===== src/rtl/fadd_issue.sv =====
// fadd_issue: issue/retire pipeline around the combinational single-precision
// adder. Stage 1 registers the conditioned operands that feed the adder; the
// remaining STAGES-1 stages carry the captured sum and tag to writeback.
// Optional build macro: FADD_SPECIAL_EN (NaN/inf result substitution).
module fadd_issue #(
   parameter int STAGES = 2,
   parameter int TAG_W  = 5
) (
   input  logic                            clk,
   input  logic                            rst,
   input  logic                            flush,
   input  logic                            in_valid,
   output logic                            in_ready,
   input  logic                            in_op,
   input  logic [31:0]                     in_a,
   input  logic [31:0]                     in_b,
   input  logic [TAG_W-1:0]                in_tag,
   output logic [31:0]                     add_x1,
   output logic [31:0]                     add_x2,
   input  logic [31:0]                     add_y,
   output logic                            out_valid,
   input  logic                            out_ready,
   output logic [31:0]                     out_data,
   output logic [TAG_W-1:0]                out_tag,
   output logic [$clog2(STAGES+1)-1:0]     inflight
);
   localparam int CW = $clog2(STAGES+1);

   // vld/tag index 0 is the operand stage; res index 0 is the first result stage
   logic [STAGES-1:0]            vld_q, vld_d;
   logic [STAGES-1:0][TAG_W-1:0] tag_q, tag_d;
   logic [STAGES-2:0][31:0]      res_q, res_d;
   logic [STAGES-1:0][31:0]      res_shift;
   logic [31:0]                  x1_q, x1_d, x2_q, x2_d;
   logic [31:0]                  b_flip;
   logic [31:0]                  cap;
   logic                         stall;

   // Denormal inputs are flushed to a zero of the same sign.
   function automatic logic [31:0] ftz(input logic [31:0] x);
      return (x[30:23] == 8'd0) ? {x[31], 31'd0} : x;
   endfunction

   assign b_flip    = {in_b[31] ^ in_op, in_b[30:0]};
   assign out_valid = vld_q[STAGES-1];
   assign out_data  = res_q[STAGES-2];
   assign out_tag   = tag_q[STAGES-1];
   assign stall     = out_valid & ~out_ready;
   assign in_ready  = ~stall;
   assign add_x1    = x1_q;
   assign add_x2    = x2_q;
   assign inflight  = CW'($countones(vld_q));

`ifdef FADD_SPECIAL_EN
   logic nan_q, nan_d, inf_q, inf_d, inf_s_q, inf_s_d;
   logic a_nan, b_nan, a_inf, b_inf;

   // Special-case flags come from the raw operands (after the sub sign flip),
   // so a denormal flush can never mask them.
   always_comb begin
      a_nan   = (in_a[30:23] == 8'hFF) && (in_a[22:0] != 23'd0);
      b_nan   = (b_flip[30:23] == 8'hFF) && (b_flip[22:0] != 23'd0);
      a_inf   = (in_a[30:23] == 8'hFF) && (in_a[22:0] == 23'd0);
      b_inf   = (b_flip[30:23] == 8'hFF) && (b_flip[22:0] == 23'd0);
      nan_d   = a_nan | b_nan | (a_inf & b_inf & (in_a[31] ^ b_flip[31]));
      inf_d   = a_inf | b_inf;
      inf_s_d = a_inf ? in_a[31] : b_flip[31];
      if (stall) begin
         nan_d   = nan_q;
         inf_d   = inf_q;
         inf_s_d = inf_s_q;
      end
   end

   // Flag registers travel alongside the operand stage.
   always_ff @(posedge clk) begin
      if (rst) begin
         nan_q   <= 1'b0;
         inf_q   <= 1'b0;
         inf_s_q <= 1'b0;
      end else begin
         nan_q   <= nan_d;
         inf_q   <= inf_d;
         inf_s_q <= inf_s_d;
      end
   end

   assign cap = nan_q ? 32'h7FC00000 : (inf_q ? {inf_s_q, 8'hFF, 23'd0} : add_y);
`else
   assign cap = add_y;
`endif

   assign res_shift = {res_q, cap};

   // Next state: hold everything on stall, otherwise shift one stage; flush
   // only kills valids (data left as don't-care).
   always_comb begin
      vld_d = vld_q;
      tag_d = tag_q;
      res_d = res_q;
      x1_d  = x1_q;
      x2_d  = x2_q;
      if (!stall) begin
         vld_d = {vld_q[STAGES-2:0], in_valid};
         tag_d = {tag_q[STAGES-2:0], in_tag};
         res_d = res_shift[STAGES-2:0];
         x1_d  = ftz(in_a);
         x2_d  = ftz(b_flip);
      end
      if (flush) vld_d = '0;
   end

   // Pipeline registers; reset takes priority over flush and handshakes.
   always_ff @(posedge clk) begin
      if (rst) begin
         vld_q <= '0;
         tag_q <= '0;
         res_q <= '0;
         x1_q  <= '0;
         x2_q  <= '0;
      end else begin
         vld_q <= vld_d;
         tag_q <= tag_d;
         res_q <= res_d;
         x1_q  <= x1_d;
         x2_q  <= x2_d;
      end
   end
endmodule


===== config.mk =====
export PLATFORM = sky130hd
export DESIGN_NAME = fadd_issue
export DESIGN_NICKNAME = d
export VERILOG_FILES = /design/src/rtl/fadd_issue.sv
export SDC_FILE = /design/constraint.sdc
export NUM_CORES = 1
export LEC_CHECK = 0
export BUFFER_PORTS_ARGS = -buffer_cell sky130_fd_sc_hd__clkbuf_2
export CORE_MARGIN = 10
export CORE_UTILIZATION = 41
export DETAILED_ROUTE_END_ITERATION = 8
export GPL_TIMING_DRIVEN = 0
export PLACE_DENSITY = 0.83
export SYNTH_ARGS = -nofsm -noshare
export SYNTH_HDL_FRONTEND = slang
export SYNTH_SLANG_ARGS = --single-unit

===== constraint.sdc =====
create_clock -name clk -period 1.2 [get_ports clk]
set_input_delay 0.06 -clock clk [delete_from_list [all_inputs] [get_ports clk]]
set_output_delay 0.06 -clock clk [all_outputs]
set_load 0.03 [all_outputs]

* Word level (Yosys, flattened, before mapping)
Index checks and enable logic that the tools add are counted.
** Word-level totals
- Output and inout port bits :: 105
- Word-level logic and storage cells :: 16
- Input port bits :: 107
- Register bits after elaboration :: 108
** Cells by class
- Bitwise gates (word level) :: 4
- Muxes and demuxes :: 2
- Reductions and logical operators :: 3
- Add/subtract/negate cells :: 1
** Operators by type and width (number)
- $mux W31 :: 2
- $logic_not A8 Y1 :: 2
- $add A1 B1 Y2 :: 1
- $not A1 Y1 :: 2
- $reduce_or A2 Y1 :: 1
- $and A1 B1 Y1 :: 1
- $xor A1 B1 Y1 :: 1

* Logic depth before layout (Yosys ltp)
- Word-level depth :: 3
- Mapped depth :: 7
- Gate-level depth less buffers :: 4

* Worst setup path before layout
OpenSTA, ideal clock, no wires.
- Kind :: register to register
- Start point :: reg vld_q[1]
- End point :: reg res_q, in the netlist out_data[16]
- Path buffers :: 2
- Slack :: -0.376 ns
- Required time :: 1.130 ns
- Clock period less this slack :: 1.576 ns
- Library setup time :: 0.070 ns
- Cell stages (with the launch flop) :: 7
- Arrival :: 1.506 ns
- Cells stage by stage :: dfxtp_1 nor2b_1 buf_2 clkinv_2 clkbuf_1 nand2_1 a21oi_1
** Between the ends
- Longest elaborated chain between the ends :: 1
** RTL lines
- from (decl) :: line 30 : logic [STAGES-1:0] vld_q, vld_d;
- from (signal assigned) :: line 122 : vld_q <= vld_d;
- $and A1 B1 Y1 :: line 48 : assign stall = out_valid & ~out_ready;
- to (signal assigned) :: line 124 : res_q <= res_d;
- to (decl) :: line 32 : logic [STAGES-2:0][31:0] res_q, res_d;
Every way passes these cells.
A chain may end at the register's enable or synchronous reset.

* Final worst setup path
- Start point :: reg vld_q[1]
- End point :: out in_ready
** Between the ends
- Longest elaborated chain between the ends :: 2
** RTL lines
- $and A1 B1 Y1 :: line 48
- $not A1 Y1 :: line 49 : assign in_ready = ~stall;
- to (decl) :: line 13 : output logic in_ready,
Every way passes these cells.

==> flow_summary.yaml <==
setup_path:
  crit_family: "buffers and inverters"
  slowest_delay_ps: 350
  path_common_cell: "clkbuf_16"
  r2r_end: "add_x1[3]"
  critPathBufInv: 4
  path_class: "reg2out"
  slowest_stage: "dfxtp_4"
  crit_arrival_ps: 1350
  regToRegSetupSlack_ps: -210
  r2r-start: "vld_q[1]"
  worstSetupStartpointType: "flop"
  cp_max_fo: 5
  crit_required_ps: 1140
  cp_cell_sequence: "nor2b_4 > buf_6 > clkinv_8 > clkbuf_16 > clkbuf_16"
  worstSetupEndpointType: "output pin"
  reg2regPathDepth: 7
sta:
  worst_pin_slew_ps: 797
  hold_violations: 0
  setup_viol: 111
  rsz0062_at_grt: "yes"
  layout_setup_ws_ps: -214
  period_minus_slack_ps: 1410
  maxSlewViolCount: 0
  holdWs_ps: 343
  skew_ps: 12.3
  fin_crit_sh_pct: 118
  fmax_ghz: 0.707
  slew_headroom_pct: 46.9
clocking:
  clk_latency_ps: 380
  clock_sinks: 108
  htreeDepth: 3
  cts_buffers: 9
  clk_pin_slew_ps: 100
  cts_tree: "yes"
  cts_root_buffer: "clkbuf_8"
  clock_path_buffers: 2
floorplan:
  std_cell_rows: 37
  start_util_pct: 41.8
  die_w_um: 122
  core_um2: 10300
  fp.dieH_um: 122
  die_area_um2: 15000
  io_pins: 212
yosys:
  synthMuxAreaShare_pct: 0.233
  synth_nets: 597
  synth_top_family_by_area: "compound AO/OA/AOI/OAI gates"
  yosysTopAreaCell: "dfxtp_1"
  synthCells: 489
  netlist_area_um2: 4300
  synth_cell_types: 21
  yosysTopAreaCellShare_pct: 50.3
  yosysWarnings: 0
  yosysSeqAreaShare_pct: 50.3
  synth-compound-area-share_pct: 25.1
  synthSimpleGateAreaFrac_pct: 15.8
  synth_area_leaders: "dfxtp_1 50%, nand2_1 14%, a21oi_1 12%, o211ai_2 12%, buf_12 1.9%"
  syn_avg_cell_area_um2: 8.78
  synth-xor-area-share_pct: 0.204
  ys_seq_elements: 108
  synthAdderAreaFrac_pct: 0.291
cells_and_area:
  final_common_cell: "clkbuf_2"
  stdcell_count: 985
  final_cell_mix: "211 x clkbuf_2, 105 x dfxtp_1, 104 x dlygate4sd3_1, 89 x a21oi_2, 71 x nand2_1"
  multi_input_area_um2: 2730
  nNetsFinal: 951
  drive_above_1_share_pct: 62.9
  ff_latch_area_um2: 2170
  syn_to_final_growth_pct: 99.5
  fillers: 508
placement:
  portBuffers: 210
  place.gp.congestion: 0.779
  dp_cells: 835
  dpl.hpwl_mm: 10.8
  place_ws_ps: -358
route:
  wirelength_mm: 22.6
  vias: 5445
  dr.pass1.iters: 5
  drt-vias-per-instance: 5.53
  antenna_left: 0
  drtIter0Drc: 536
  drc: 0
  routedWlPerCell_um: 23.0
grt:
  track_usage_pct: 24.4
  grt_pass1_wl_mm: 28.9
  grt_overflow: 0
  grt_start_max_net_pins: 17
  antenna_found_initial: 2
  grt_pass1_vias: 5318
status:
  status: "finished with violations"
  violations: "negative setup slack"
power:
  p_total_mw: 8.19
  powerDensity_nw_per_um2: 955
  leakage_nw: 4.28
  ir_drop_uv: 734
min_path:
  worstHoldStart: "in_b[24]"
  worstHoldPathCells: 5
  whs_endpoint: "add_x2[1]"
  hold_class: "in2reg"
job:
  maxCapViolCount: 0
[flip-flops by register name, indices dropped and copies added, names as in the netlist]
register,flops
add_x1,32
add_x2,32
out_data,32
out_tag,5
tag_q,5
vld_q,2
[worst max-delay path by stage]
| stage | from | depth (start not counted) | end | slack [ps] |
|---|---|---|---|---|
| 2_1_floorplan | vld_q[1] | 6 | add_x1[23] | -40 |
| 3_3_place_gp | rst | 4 | out_data[14] | -360 |
| 3_5_place_dp | rst | 4 | out_data[16] | -360 |
| 4_1_cts | vld_q[1] | 5 | in_ready | -220 |
| 5_1_grt | vld_q[1] | 5 | in_ready | -290 |
| 6_report | vld_q[1] | 5 | in_ready | -210 |
[through the flow]
stage                     TNS (ps)  cell area [µm²]  util, %
after floorplan              -2880             4330        -
after global placement      -24240             5560     54.1
after detailed placement    -25950             5560     54.1
after CTS                   -11040             7590     73.9
after global routing        -18160             8570     83.4
final                       -11580             8570     83.4
[cells by family after synthesis]
| kind of cell | count (synthesis) |
|---|---|
| adder cells (fa/ha/maj) | 1 |
| flip-flops | 108 |
| multiplexers | 1 |
| AND/OR/NAND/NOR | 173 |
| buffers and inverters | 53 |
| XOR/XNOR | 1 |
| AO/OA/AOI/OAI | 152 |
[layout make-up]
cell class              instances  area share, %
inverters                       1          0.190
well taps                     136           1.99
multi-input cells             328           31.8
diodes                          2         0.0584
repair buffers                346           31.3
repair inverters                1          0.190
clock buffers                  11           1.77
clock inverters                 4          0.570
flip-flops and latches        108           25.3
plain buffers                  48           6.79
[routing by layer]
metal	GRT usage [%]	wire length (µm)	share of wire, %	vias up
met5	0	0	0	-
met4	10.1	1120	4.9	0
met3	9.14	2180	9.6	98
met2	41.5	11000	49	366
met1	27.0	8340	37	2611
li1	-	-	-	2370
[synth_stat cells]
cell,instances
nand2_1,164
dfxtp_1,108
a21oi_1,105
o211ai_2,40
clkbuf_1,21
buf_2,14
buf_6,6
o211ai_1,6
buf_4,5
buf_12,4
buf_1,2
nor2_1,2
nor3_1,2
or4_1,2
or4_4,2
a211oi_1,1
clkinv_2,1
ha_1,1
mux2i_1,1
nor2b_1,1
xnor2_1,1
[where the power goes]
group	internal (mW)	switching [mW]	leakage [nW]
clock network	1.07	1.29	0.105
logic	0.787	1.07	3.28
registers	3.79	0.187	0.901
[what timing repair did]
item	in CTS	in global routing
endpoints found under the setup margin	110	111
setup buffers	12	5
hold buffers	104	0
gates resized for setup	121	243
pin swaps	45	94
endpoints found under the hold margin	103	0
gates cloned	11	6
[worst min-delay path: stages]
cell,delay (ps)
clkbuf_2,100
or4_4,120
buf_6,130
o211ai_1,130
a21oi_2,140
No activity file was read; power rests on OpenSTA's default activity.
